[src/rtl/uart_rx_deframer_if.sv]
// Receive-side output bundle of uart_rx_deframer: byte handshake plus status pulses.
// The deframer drives it through the master modport; the dispatcher uses the slave modport.
interface uart_rx_deframer_if;
  logic [7:0] O_DATA;
  logic       O_VALID;
  logic       O_READY;
  logic       FRAME_ERR;
  logic       OVERRUN;
  logic       BUSY;

  modport master (output O_DATA, O_VALID, FRAME_ERR, OVERRUN, BUSY, input O_READY);
  modport slave  (input  O_DATA, O_VALID, FRAME_ERR, OVERRUN, BUSY, output O_READY);
endinterface

[src/rtl/uart_rx_deframer.sv]
// 8N1 UART receive deframer with a one-deep valid/ready output register.
// Define UART_RX_MAJORITY_EN to take each bit as a 2-of-3 vote at counter values 2, 1 and 0.
module uart_rx_deframer #(
  parameter int PRESCALER = 200,
  parameter int CNT_W     = 16
) (
  input  logic               CLK,
  input  logic               RST_N,
  input  logic               UART_RX,
  uart_rx_deframer_if.master rx_if
);
  localparam logic [CNT_W-1:0] HALF = CNT_W'(PRESCALER / 2 - 1);
  localparam logic [CNT_W-1:0] FULL = CNT_W'(PRESCALER - 1);

  typedef enum logic [2:0] {S_IDLE, S_START, S_DATA, S_STOP, S_BRK} state_t;

  state_t           state, state_d;
  logic             rx_m, rx_s;
  logic [CNT_W-1:0] cnt, cnt_d;
  logic [2:0]       idx, idx_d;
  logic [7:0]       shreg;
  logic             samp, bit_v, cap, deliver, ferr, blocked;

  always_ff @(posedge CLK or negedge RST_N) begin
    if (!RST_N) begin
      rx_m <= 1'b1;
      rx_s <= 1'b1;
    end else begin
      rx_m <= UART_RX;
      rx_s <= rx_m;
    end
  end

  assign samp = (cnt == '0);

`ifdef UART_RX_MAJORITY_EN
  logic s2, s1;
  always_ff @(posedge CLK or negedge RST_N) begin
    if (!RST_N) begin
      s2 <= 1'b1;
      s1 <= 1'b1;
    end else begin
      if (cnt == CNT_W'(2)) s2 <= rx_s;
      if (cnt == CNT_W'(1)) s1 <= rx_s;
    end
  end
  assign bit_v = (s2 & s1) | (s2 & rx_s) | (s1 & rx_s);
`else
  assign bit_v = rx_s;
`endif

  always_comb begin
    state_d = state;
    cnt_d   = cnt;
    idx_d   = idx;
    cap     = 1'b0;
    deliver = 1'b0;
    ferr    = 1'b0;
    case (state)
      S_IDLE:
        if (!rx_s) begin
          cnt_d   = HALF;
          state_d = S_START;
        end
      S_START:
        if (!samp) cnt_d = cnt - 1'b1;
        else if (bit_v) state_d = S_IDLE;
        else begin
          cnt_d   = FULL;
          idx_d   = 3'd0;
          state_d = S_DATA;
        end
      S_DATA:
        if (!samp) cnt_d = cnt - 1'b1;
        else begin
          cap   = 1'b1;
          cnt_d = FULL;
          idx_d = idx + 3'd1;
          if (idx == 3'd7) state_d = S_STOP;
        end
      S_STOP:
        if (!samp) cnt_d = cnt - 1'b1;
        else begin
          deliver = bit_v;
          ferr    = ~bit_v;
          state_d = bit_v ? S_IDLE : S_BRK;
        end
      // Hold off until the line goes idle so a long break is not re-read as start bits.
      S_BRK:
        if (rx_s) state_d = S_IDLE;
      default: state_d = S_IDLE;
    endcase
  end

  always_ff @(posedge CLK or negedge RST_N) begin
    if (!RST_N) begin
      state <= S_IDLE;
      cnt   <= '0;
      idx   <= 3'd0;
      shreg <= 8'h00;
    end else begin
      state <= state_d;
      cnt   <= cnt_d;
      idx   <= idx_d;
      if (cap) shreg[idx] <= bit_v;
    end
  end

  // A full register that is not being drained this cycle drops the new byte.
  assign blocked = rx_if.O_VALID & ~rx_if.O_READY;

  always_ff @(posedge CLK or negedge RST_N) begin
    if (!RST_N) begin
      rx_if.O_DATA    <= 8'h00;
      rx_if.O_VALID   <= 1'b0;
      rx_if.FRAME_ERR <= 1'b0;
      rx_if.OVERRUN   <= 1'b0;
    end else begin
      rx_if.FRAME_ERR <= ferr;
      rx_if.OVERRUN   <= deliver & blocked;
      if (deliver && !blocked) begin
        rx_if.O_DATA  <= shreg;
        rx_if.O_VALID <= 1'b1;
      end else if (rx_if.O_VALID && rx_if.O_READY) begin
        rx_if.O_VALID <= 1'b0;
      end
    end
  end

  assign rx_if.BUSY = (state != S_IDLE);
endmodule
[src/flat_wrapper.sv]
// flat-port wrapper written by rule: the top's interface ports become plain ports
module uart_rx_deframer_flat 
#(
  parameter int PRESCALER = 200,
  parameter int CNT_W     = 16
)
  (CLK, RST_N, UART_RX, rx_if_O_DATA, rx_if_O_VALID, rx_if_FRAME_ERR, rx_if_OVERRUN, rx_if_BUSY, rx_if_O_READY);
  uart_rx_deframer_if rx_if_i ();
  input  logic CLK;
  input  logic RST_N;
  input  logic UART_RX;
  output wire logic [$bits(rx_if_i.O_DATA)-1:0] rx_if_O_DATA;
  output wire logic [$bits(rx_if_i.O_VALID)-1:0] rx_if_O_VALID;
  output wire logic [$bits(rx_if_i.FRAME_ERR)-1:0] rx_if_FRAME_ERR;
  output wire logic [$bits(rx_if_i.OVERRUN)-1:0] rx_if_OVERRUN;
  output wire logic [$bits(rx_if_i.BUSY)-1:0] rx_if_BUSY;
  input wire logic [$bits(rx_if_i.O_READY)-1:0] rx_if_O_READY;
  assign rx_if_O_DATA = rx_if_i.O_DATA;
  assign rx_if_O_VALID = rx_if_i.O_VALID;
  assign rx_if_FRAME_ERR = rx_if_i.FRAME_ERR;
  assign rx_if_OVERRUN = rx_if_i.OVERRUN;
  assign rx_if_BUSY = rx_if_i.BUSY;
  assign rx_if_i.O_READY = rx_if_O_READY;
  uart_rx_deframer #(.PRESCALER(PRESCALER), .CNT_W(CNT_W)) u_core (.CLK(CLK), .RST_N(RST_N), .UART_RX(UART_RX), .rx_if(rx_if_i));
endmodule
[config.mk]
export PLATFORM = sky130hd
export DESIGN_NAME = uart_rx_deframer_flat
export DESIGN_NICKNAME = d
export VERILOG_FILES = /design/src/rtl/uart_rx_deframer_if.sv /design/src/rtl/uart_rx_deframer.sv /design/src/flat_wrapper.sv
export SDC_FILE = /design/constraint.sdc
export NUM_CORES = 1
export LEC_CHECK = 0
export ABC_AREA = 1
export CAP_MARGIN = 20
export CORE_MARGIN = 5
export CORE_UTILIZATION = 45
export DETAILED_ROUTE_END_ITERATION = 16
export PLACE_DENSITY = 0.65
export SLEW_MARGIN = 20
export SYNTH_ARGS = -nofsm -noshare
export SYNTH_HDL_FRONTEND = slang
export SYNTH_SLANG_ARGS = --single-unit
[constraint.sdc]
create_clock -name CLK -period 1.5 [get_ports CLK]
set_input_delay 0.375 -clock CLK [delete_from_list [all_inputs] [get_ports CLK]]
set_output_delay 0.375 -clock CLK [all_outputs]
set_load 0.05 [all_outputs]
==> run_results.csv <==
group,metric,value,unit
power,swShare,22.1,%
timing,tns,-1.82,ns
timing,slew_headroom,69.0,%
timing,finalCritPeriodShare,108,%
timing,finalMaxSlewViolations,0,
power,total_power,2160,uW
critical_path,cp-end-kind,"flop",
place,portBuffers,15,
place,hpwlAfterDp,4.04,mm
power,seqPwrFrac,53.8,%
detailed_routing,wl_per_cell,14.1,um
timing,grt_setup_unrepaired,"yes",
yosys,synth-compound-area-share,9.77,%
floorplanning,dieArea,6650,um^2
detailed_routing,highest_layer,"met4",
clock_tree,clk_latency,0.30,ns
yosys,yosysWarnings,0,
power,power.density,584,nW/um^2
timing,post-route-min-period,1.62,ns
critical_path,path_class,"flop to flop",
cells_and_area,mostFrequentLayoutCell,"nand2_1",
yosys,synthMuxAreaShare,0,%
yosys,synth.top_cell.area_share,44.5,%
clock_tree,clk_pin_slew,0.09,ns
run_status,status,"finished, violations left",
floorplanning,rows,26,
detailed_routing,antenna_left,0,
timing,fmax,0.617,GHz
floorplanning,start_util,45.7,%
power,peakVddDrop,0.459,mV
yosys,synth-xor-area-share,0.760,%
critical_path,worstPathArrival,1.84,ns
detailed_routing,wl_met1,2.75,mm
grt,grt_start_max_net_pins,27,
grt,grt_pass1_wl,9.69,mm
floorplanning,core_area,5040,um^2
detailed_routing,drtIter0Drc,142,
clock_tree,cts_root_buf,"clkbuf_8",
clock_tree,cts_tree,"yes",
power,p_leak,0.00183,uW
timing,finalSetupViolCount,29,
yosys,ys_seq_area_share,46.8,%
grt,grt_pass1_vias,2144,
clock_tree,cts_buffers,5,
yosys,ys_types,27,
yosys,synth_top_family_by_area,"simple AND/OR/NAND/NOR gates",
yosys,netlist_area,2300,um^2
power,pwr-share-clk,43.7,%
cells_and_area,layout_common_cells,"56 x nand2_1, 54 x buf_4, 41 x dfrtp_1",
place,dp_slack,-0.174,ns
yosys,synth_fa_ha_area_share,2.17,%
cells_and_area,drive_gt1_share,45.5,%
timing,worst_slew_pin_slew,0.465,ns
yosys,ys_ff_latch,43,
cells_and_area,antenna_cells,0,
clock_tree,htree_levels,2,
cells_and_area,final_nets,398,
timing,layout_setup_ws,-0.122,ns
clock_tree,clk_path_buf_depth,2,
yosys,synthSimpleGateAreaFrac,32.3,%
detailed_routing,vias,2275,
detailed_routing,routed_wl,6.48,mm
floorplanning,io_pins,16,
run_status,failed_checks,"setup timing",
detailed_routing,wl_met2,3.28,mm
job,drv_cap,0,
floorplanning,die-height,81.6,um
timing,hold_viol,0,
yosys,avgSynthCellArea,7.58,um^2
power,power_switching,479,uW
floorplanning,die_x,81.6,um
detailed_routing,drt_first_pass_iters,4,
grt,grt-ovfl-total,0,
cells_and_area,syn_to_final_growth,60.7,%
yosys,synthesis.nets,312,
detailed_routing,vias_per_cell,4.93,
hold_path,hold_class,"primary input to asynchronous set/reset pin",
detailed_routing,met3_wirelength,277,um
power,p_comb_share,2.5,%
power,internal-power,1690,uW
grt,antenna_found_initial,0,
critical_path,startpoint_type,"flop",
grt,track_usage,18.7,%
yosys,syn_inst,304,
critical_path,path_max_fanout,7,
place,routabilityCongestion,0.855,
yosys,synth.largest_area_cell,"dfrtp_1",
clock_tree,cts.sinks,43,
detailed_routing,drcViolationCount,0,
yosys,synth.area.top_cells,"dfrtp_1 45%, nand2_1 14%, inv_1 6.7%",
timing,fin_skew,0.00485,ns
critical_path,cp.required,1.72,ns
-- final cells by class --
type,count,area (um^2)
clock buffer,5,68.8
clock inverter,3,47.5
sequential,43,1080
fill,339,1340
inverter,43,171
tap,70,87.6
timing repair buffer,82,862
multi-input combinational,215,1390
-- routing by layer --
metal | vias to the layer above | track usage (%)
li1 | 1131 | -
met1 | 1072 | 24.5
met2 | 56 | 32.2
met3 | 16 | 2.96
met4 | 0 | 4.90
met5 | - | 0
-- sequential cells by signal, summed over array words and instances (netlist names) --
register,cells
u_core.rx_if.O_DATA,8
u_core.rx_if.FRAME_ERR,1
u_core.bit_v,1
u_core.rx_m,1
u_core.shreg,8
u_core.idx,3
u_core.state,3
u_core.rx_if.O_VALID,1
u_core.rx_if.OVERRUN,1
u_core.cnt,16
-- kinds of logic (layout without fill, tap and decap cells) --
family / Yosys count / in the layout
buffers and inverters: 46 / 133
adders and majority gates: 4 / 4
AOI/OAI and AO/OA: 41 / 41
DFF: 43 / 43
xor gates and xnor gates: 2 / 2
and+or+nand+nor: 168 / 168
-- path summary, 6_finish.rpt --
path                                                 start                          end  slack [ns]  cells after the start
worst max-delay path            u_core.cnt[15]$_DFFE_PN0P_    u_core.cnt[1]$_DFFE_PN0P_       -0.12                      8
worst min-delay path                                 RST_N  u_core.state[1]$_DFFE_PN0P_        0.01                      1
worst max register to register  u_core.cnt[15]$_DFFE_PN0P_    u_core.cnt[1]$_DFFE_PN0P_       -0.12                      8
worst min register to register       u_core.rx_m$_DFF_PN1_       u_core.bit_v$_DFF_PN1_        0.36                      0
max in group asynchronous                            RST_N    u_core.cnt[3]$_DFFE_PN0P_        1.00                      2
min in group CLK                     u_core.rx_m$_DFF_PN1_       u_core.bit_v$_DFF_PN1_        0.36                      0
-- stage by stage --
| step | instances | instance area, um^2 | hold WS [ns] | util [%] |
|---|---|---|---|---|
| 2_1_floorplan | 304 | 2320 | 0.0794 | - |
| 3_3_place_gp | 438 | 3060 | 0.343 | 60.7 |
| 3_5_place_dp | 438 | 3060 | 0.348 | 60.7 |
| 4_1_cts | 452 | 3370 | 0.0254 | 66.7 |
| 5_1_grt | 461 | 3700 | 0.0365 | 73.5 |
| 6_report | 461 | 3700 | 0.0129 | 73.5 |
-- power groups by stage --
stage	combinational (uW)	clock, uW	sequential, uW
final	53.5	947	1160
after floorplan	8.95	0	1190
after detailed placement	51.9	0	1190
after global routing	60.7	1020	1160
after CTS	53.1	950	1160
after global placement	51.6	0	1190
-- worst max-delay path, stage by stage, from the launching register on --
cell and delay [ns]:
dfrtp_1 0.41, nor2_2 0.23, nand2_4 0.09, nor2_4 0.16
nand3_4 0.14, nand2_4 0.13, inv_6 0.06, buf_4 0.14
o21ai_0 0.17
-- synthesized netlist by cell type --
cell	count
inv_1	41
buf_2	1
dfstp_2	2
o21ai_0	22
inv_2	2
or2_0	1
nor3_1	4
nand2_2	2
nor2_4	2
nor2_2	5
o21ai_2	2
o21bai_1	5
dfrtp_1	41
or2_2	2
xor2_1	2
o21ai_1	9
nand3_1	17
nand2_4	1
nand3_2	1
nor2_1	41
nand2_1	83
nand3_4	1
nand4_1	7
ha_1	4
a21oi_1	3
buf_6	2
nor4_1	1
-- repair_timing --
action / 4_1_cts / 5_1_grt
hold buffers: 0 / 0
gates resized for setup: 52 / 70
setup buffers: 6 / 7
cloned: 0 / 2
pin swaps: 18 / 26
setup endpoints to repair: 39 / 41
Note: power is estimated with default switching activity, not from simulation.
